--- config.mk ---
export PLATFORM = sky130hd
export DESIGN_NAME = sram_req_arbiter
export DESIGN_NICKNAME = d
export VERILOG_FILES = /design/src/rtl/sram_req_arbiter.sv
export SDC_FILE = /design/constraint.sdc
export NUM_CORES = 1
export LEC_CHECK = 0
export ABC_AREA = 1
export ABC_CLOCK_PERIOD_IN_PS = 3190
export CORE_MARGIN = 2
export CORE_UTILIZATION = 40
export CTS_BUF_LIST = sky130_fd_sc_hd__clkbuf_4 sky130_fd_sc_hd__clkbuf_8 sky130_fd_sc_hd__clkbuf_16
export DETAILED_ROUTE_END_ITERATION = 8
export PLACE_DENSITY_LB_ADDON = 0.3
export SETUP_SLACK_MARGIN = 0.2
export SLEW_MARGIN = 20
export SYNTH_ARGS = -nofsm -noshare
export SYNTH_HDL_FRONTEND = slang
export SYNTH_SLANG_ARGS = --single-unit
export TNS_END_PERCENT = 10
--- constraint.sdc ---
create_clock -name clock -period 3.19 [get_ports clock]
set_input_delay 0.638 -clock clock [delete_from_list [all_inputs] [get_ports clock]]
set_output_delay 0.638 -clock clock [all_outputs]
set_load 0.05 [all_outputs]
--- src/rtl/sram_req_arbiter.sv ---
// Request arbiter between two SRAM writers, two SRAM readers and the ZBT
// SRAM controller. Reader 0 (display) has burst-limited priority; w0, w1 and
// r1 share the remaining slots round-robin. A tag FIFO records the reader id
// of each outstanding read so returned words reach the reader that asked.
module sram_req_arbiter #(
    parameter int unsigned TAG_DEPTH = 8,
    parameter int unsigned R0_BURST  = 4
) (
    input  logic        clock,
    input  logic        reset,

    input  logic        w0_valid,
    output logic        w0_ready,
    input  logic [53:0] w0_din,

    input  logic        w1_valid,
    output logic        w1_ready,
    input  logic [53:0] w1_din,

    input  logic        r0_valid,
    output logic        r0_ready,
    input  logic [17:0] r0_addr,
    output logic        r0_dout_valid,
    output logic [31:0] r0_dout,

    input  logic        r1_valid,
    output logic        r1_ready,
    input  logic [17:0] r1_addr,
    output logic        r1_dout_valid,
    output logic [31:0] r1_dout,

    output logic        sram_addr_valid,
    input  logic        sram_ready,
    output logic [17:0] sram_addr,
    output logic [31:0] sram_data_in,
    output logic [3:0]  sram_write_mask,
    input  logic [31:0] sram_data_out,
    input  logic        sram_data_out_valid,

    output logic        err
);

    localparam int unsigned AW = $clog2(TAG_DEPTH);
    localparam int unsigned BW = $clog2(R0_BURST + 1);
    localparam logic [AW:0]   DEPTH_L = (AW + 1)'(TAG_DEPTH);
    localparam logic [BW-1:0] BURST_L = BW'(R0_BURST);

    typedef enum logic [1:0] {
        RR_W0 = 2'd0,
        RR_W1 = 2'd1,
        RR_R1 = 2'd2
    } rr_e;

    // Output stage
    logic        out_valid_q, out_valid_d;
    logic [17:0] out_addr_q,  out_addr_d;
    logic [31:0] out_data_q,  out_data_d;
    logic [3:0]  out_mask_q,  out_mask_d;

    // Tag FIFO (0 = reader 0, 1 = reader 1)
    logic [TAG_DEPTH-1:0] tag_mem_q;
    logic [AW-1:0]        wr_ptr_q, wr_ptr_d;
    logic [AW-1:0]        rd_ptr_q, rd_ptr_d;
    logic [AW:0]          count_q,  count_d;

    // Arbitration state
    logic [BW-1:0] burst_q, burst_d;
    rr_e           rr_q,    rr_d;

    // Return path
    logic        r0_dv_q, r0_dv_d;
    logic        r1_dv_q, r1_dv_d;
    logic [31:0] r0_dout_q, r0_dout_d;
    logic [31:0] r1_dout_q, r1_dout_d;
    logic        err_q, err_d;

    logic load_en;
    logic pop;
    logic pop_tag;
    logic tag_free;
    logic push;
    logic others_valid;
    logic elig_w0, elig_w1, elig_r0, elig_r1;
    logic gnt_w0, gnt_w1, gnt_r0, gnt_r1;

    assign load_en      = !out_valid_q || sram_ready;
    assign pop          = sram_data_out_valid && (count_q != '0);
    assign pop_tag      = tag_mem_q[rd_ptr_q];
    // A pop in the same cycle frees a slot for a new read even when full.
    assign tag_free     = (count_q != DEPTH_L) || pop;
    assign push         = gnt_r0 || gnt_r1;
    assign others_valid = w0_valid || w1_valid || r1_valid;

    assign elig_w0 = w0_valid;
    assign elig_w1 = w1_valid;
    assign elig_r0 = r0_valid && tag_free;
    assign elig_r1 = r1_valid && tag_free;

    assign w0_ready = gnt_w0;
    assign w1_ready = gnt_w1;
    assign r0_ready = gnt_r0;
    assign r1_ready = gnt_r1;

    assign sram_addr_valid = out_valid_q;
    assign sram_addr       = out_addr_q;
    assign sram_data_in    = out_data_q;
    assign sram_write_mask = out_mask_q;
    assign r0_dout_valid   = r0_dv_q;
    assign r1_dout_valid   = r1_dv_q;
    assign r0_dout         = r0_dout_q;
    assign r1_dout         = r1_dout_q;
    assign err             = err_q;

    // One-hot grant: bounded r0 priority, then round-robin, then r0 fallback
    always_comb begin
        gnt_w0 = 1'b0;
        gnt_w1 = 1'b0;
        gnt_r0 = 1'b0;
        gnt_r1 = 1'b0;
        if (reset && load_en) begin
            if (elig_r0 && (burst_q < BURST_L)) begin
                gnt_r0 = 1'b1;
            end else begin
                case (rr_q)
                    RR_W0: begin
                        if (elig_w0)      gnt_w0 = 1'b1;
                        else if (elig_w1) gnt_w1 = 1'b1;
                        else if (elig_r1) gnt_r1 = 1'b1;
                    end
                    RR_W1: begin
                        if (elig_w1)      gnt_w1 = 1'b1;
                        else if (elig_r1) gnt_r1 = 1'b1;
                        else if (elig_w0) gnt_w0 = 1'b1;
                    end
                    default: begin
                        if (elig_r1)      gnt_r1 = 1'b1;
                        else if (elig_w0) gnt_w0 = 1'b1;
                        else if (elig_w1) gnt_w1 = 1'b1;
                    end
                endcase
                if (!(gnt_w0 || gnt_w1 || gnt_r1)) begin
                    gnt_r0 = elig_r0;
                end
            end
        end
    end

    // Next state for output stage, tag FIFO, arbitration and return path
    always_comb begin
        out_valid_d = out_valid_q;
        out_addr_d  = out_addr_q;
        out_data_d  = out_data_q;
        out_mask_d  = out_mask_q;
        wr_ptr_d    = wr_ptr_q;
        rd_ptr_d    = rd_ptr_q;
        count_d     = count_q;
        burst_d     = burst_q;
        rr_d        = rr_q;

        // A zero-mask write is handshaken but leaves the stage empty.
        if (load_en) begin
            out_valid_d = 1'b0;
            if (gnt_w0 && (w0_din[53:50] != 4'h0)) begin
                out_valid_d = 1'b1;
                out_mask_d  = w0_din[53:50];
                out_addr_d  = w0_din[49:32];
                out_data_d  = w0_din[31:0];
            end else if (gnt_w1 && (w1_din[53:50] != 4'h0)) begin
                out_valid_d = 1'b1;
                out_mask_d  = w1_din[53:50];
                out_addr_d  = w1_din[49:32];
                out_data_d  = w1_din[31:0];
            end else if (gnt_r0) begin
                out_valid_d = 1'b1;
                out_mask_d  = '0;
                out_addr_d  = r0_addr;
                out_data_d  = '0;
            end else if (gnt_r1) begin
                out_valid_d = 1'b1;
                out_mask_d  = '0;
                out_addr_d  = r1_addr;
                out_data_d  = '0;
            end
        end

        if (push) wr_ptr_d = wr_ptr_q + AW'(1);
        if (pop)  rd_ptr_d = rd_ptr_q + AW'(1);
        if (push && !pop)      count_d = count_q + (AW + 1)'(1);
        else if (!push && pop) count_d = count_q - (AW + 1)'(1);

        if (gnt_r0) begin
            if (others_valid) burst_d = (burst_q != '1) ? burst_q + BW'(1) : burst_q;
            else              burst_d = '0;
        end else if (gnt_w0 || gnt_w1 || gnt_r1) begin
            burst_d = '0;
        end

        if (gnt_w0)      rr_d = RR_W1;
        else if (gnt_w1) rr_d = RR_R1;
        else if (gnt_r1) rr_d = RR_W0;

        r0_dv_d   = pop && !pop_tag;
        r1_dv_d   = pop && pop_tag;
        r0_dout_d = (pop && !pop_tag) ? sram_data_out : r0_dout_q;
        r1_dout_d = (pop && pop_tag)  ? sram_data_out : r1_dout_q;
        err_d     = err_q || (sram_data_out_valid && (count_q == '0));
    end

    // State registers with synchronous active-low reset
    always_ff @(posedge clock) begin
        if (!reset) begin
            out_valid_q <= 1'b0;
            out_addr_q  <= '0;
            out_data_q  <= '0;
            out_mask_q  <= '0;
            wr_ptr_q    <= '0;
            rd_ptr_q    <= '0;
            count_q     <= '0;
            burst_q     <= '0;
            rr_q        <= RR_W0;
            r0_dv_q     <= 1'b0;
            r1_dv_q     <= 1'b0;
            r0_dout_q   <= '0;
            r1_dout_q   <= '0;
            err_q       <= 1'b0;
        end else begin
            out_valid_q <= out_valid_d;
            out_addr_q  <= out_addr_d;
            out_data_q  <= out_data_d;
            out_mask_q  <= out_mask_d;
            wr_ptr_q    <= wr_ptr_d;
            rd_ptr_q    <= rd_ptr_d;
            count_q     <= count_d;
            burst_q     <= burst_d;
            rr_q        <= rr_d;
            r0_dv_q     <= r0_dv_d;
            r1_dv_q     <= r1_dv_d;
            r0_dout_q   <= r0_dout_d;
            r1_dout_q   <= r1_dout_d;
            err_q       <= err_d;
        end
    end

    // Tag storage; contents are only meaningful between push and pop
    always_ff @(posedge clock) begin
        if (push) tag_mem_q[wr_ptr_q] <= gnt_r1;
    end

endmodule

==> impl_metrics.yaml <==
floorplan:
  fp.dieH_um: 135
  core_area_mm2: 0.0166
  initial_utilization_pct: 41.2
  row_count: 47
  die_w_um: 135
  dieArea_mm2: 0.0182
  ios: 310
layout:
  drive_gt1_share_pct: 10.0
  final_util_pct: 65.6
  fin_nets: 1478
  syn2layout_area_growth_pct: 59.3
  fin_area_mm2: 0.0109
  layoutNonFillerInstCount: 1519
global_routing:
  grt_pass1_vias: 6981
  grt_max_degree: 78
  grt_usage_pct: 23.9
  grt_first_pass_wirelength_um: 34500
  antenna_found_initial: 2
  grt-ovfl-total: 0
synth:
  postSynthAreaPerCell_um2: 7.01
  synth_compound_area_share_pct: 13.6
  synth-seq-area-share_pct: 43.5
  async_flop_share_pct: 0
  synth_top_family_by_area: "simple AND/OR/NAND/NOR gates"
  yosys.area_share.simple_pct: 30.0
  synth_edf_count: 8
  synthTopCellsByCount: "nand2_1, nor2_1, dfxtp_1, inv_1, o21ai_0"
  synth-seq-cells: 145
  ys_top_cells_by_area: "dfxtp_1, nand2_1, nor2_1, o21ai_0, inv_1"
  ys_warn_count: 0
  netlist.area_leader.share_pct: 40.0
  muxShareOfSynthArea_pct: 0.146
  yosysTopAreaCell: "dfxtp_1"
  synthDistinctLibCells: 40
  synth_most_common_cell: "nand2_1"
  synth_fa_ha_area_share_pct: 1.57
  postSynthNetCount: 1170
  synth-main-ff-cell: "dfxtp_1"
  netlist_area_mm2: 0.00686
  synth_xor_area_share_pct: 0.256
  synthCells: 978
placed_design:
  hpwl_um: 15700
  placed_cell_area_mm2: 0.0103
  place.gp.congestion: 0.867
  portBuffers: 309
  dp.cells: 1487
timing:
  period_needed_ns: 2.84
  setup_viol: 0
  final_max_slew_viol_count: 0
  tightestPinTransition_ns: 0.760
  tns_ns: 0
  finalCritPeriodShare_pct: 89.0
  clock_skew_ns: 0.00904
  report.final.hold_viol_count: 0
  rsz0062_at_grt: "false"
  max_freq_mhz: 352
  slew-limit-headroom_pct: 49.3
detailed_routing:
  wl_per_cell_um: 14.4
  drtIter0Drc: 328
  drt.antenna.violating_nets: 0
  via_per_inst: 4.77
  wl_um: 21800
  drc: 0
  via_count: 7244
  drt_pre_antenna_iters: 6
worst_setup_path:
  timing.rr.start: "count_q[0]"
  cpLargestDelayFamily: "buffers and inverters"
  max_stage_delay_ns: 0.55
  crit_fanout: 24
  cp_data_arrival_time_ns: 2.20
  start_kind: "input port"
  worst_setup_path_end_kind: "output pin"
  critPathSlowestCell: "clkdlybuf4s50_1"
  worst-path-buf-inv: 4
  crit_top_cell: "nand2_2"
  cp-startpoint: "r1_valid"
  worstPathRequired_ns: 2.55
  critPathKind: "input port to output pin"
  cp_cell_sequence: "clkdlybuf4s50_1, nand2_2, nand2_1, nand2_2, nor2_2, nand2_2, nand2_4, nand2_4, buf_8, inv_1, buf_12"
run:
  drv_cap: 0
clock_network:
  cts_buffers: 17
  postCtsHoldBufs: 0
  clock_sinks: 145
  cts_tree: "done"
  clock_latency_ns: 0.42
  clock_path_buffers: 2
  ctsRootBufferMaster: "clkbuf_16"
  clk_pin_slew_ns: 0.06
  h-tree-depth: 4
  post-cts-setup-buffers: 0
run_status:
  status: "completed"
power:
  p_leak_nw: 4.61
  ir_drop_mv: 0.442
  powerDensity_mw_per_mm2: 770
worst_hold_path:
  worstHoldStart: "err"
  worstHoldPathType: "register to register"
[registers in the layout (all words and copies together), names as in the netlist, 3 cells and up]
register,count
rd_ptr_q,3
count_q,4
sram_write_mask,4
sram_data_in,32
burst_q,3
r1_dout,32
r0_dout,32
wr_ptr_q,3
tag_mem_q,8
sram_addr,18
[metrics by stage]
step	power [mW]	hold slack, ns	setup WS (ns)
4_1_cts	8.44	0.464	0.210
6_report	8.41	0.467	0.350
5_1_grt	8.87	0.492	0.234
3_3_place_gp	6.34	0.446	-0.209
3_5_place_dp	6.41	0.452	-0.284
2_1_floorplan	5.04	0.448	0.229
[worst min-delay path: cells and delay by family, from the launching register on]
kind                   cells  cell delay [ns]
DFF                        1             0.31
AOI/OAI and AO/OA          1             0.06
buffers and inverters      1             0.05
[timing repair]
item / CTS / global route
setup endpoints to repair: 2 / 2
pin swaps: 0 / 5
gates resized for setup: 3 / 13
endpoints found under the hold margin: 0 / 0
[path summary, 6_finish.rpt]
| check | end | slack (ns) | cells after the start |
|---|---|---|---|
| setup / recovery | r0_ready | 0.35 | 11 |
| hold / removal | err | 0.47 | 2 |
| setup reg to reg | count_q[3] | 0.57 | 20 |
| hold reg to reg | err | 0.47 | 2 |
[cells by family after synthesis]
kind of cell / count (synthesis)
adders and majority gates: 8
xor gates and xnor gates: 2
AOI/OAI and AO/OA: 167
muxes: 1
DFF: 145
buffers and inverters: 180
and+or+nand+nor: 475
[cell usage in the layout, fill, tap and decap left out, types with 15 or more instances in the layout]
cell	count
dfxtp_1	137
a31oi_1	36
nor2_1	167
nand2_1	183
inv_2	15
clkbuf_16	18
nand3_1	75
buf_4	32
clkdlybuf4s50_1	301
a21oi_1	19
o21ai_0	94
inv_1	108
[layout make-up]
class | count | area (um2)
Antenna cell | 2 | 5.00
Clock buffer | 19 | 464
Clock inverter | 11 | 126
Fill cell | 1489 | 5720
Inverter | 125 | 470
Multi-Input combinational cell | 653 | 3170
Sequential cell | 145 | 2980
Tap cell | 220 | 275
Timing Repair Buffer | 344 | 3430
[power breakdown]
group          internal, mW  total, mW  switching, mW
logic                  1.40       3.91           2.50
registers              2.25       2.49          0.244
clock network          1.22       2.01          0.795
[layer usage]
layer  global-route usage (%)  up-vias  share of wire [%]
met5                        0        -                  0
met4                     8.54        0                2.1
met3                     8.30       31                8.2
met2                     41.2      230                 49
met1                     27.4     3277                 40
li1                         -     3706                  -
No activity file was read; power rests on OpenSTA's default activity.
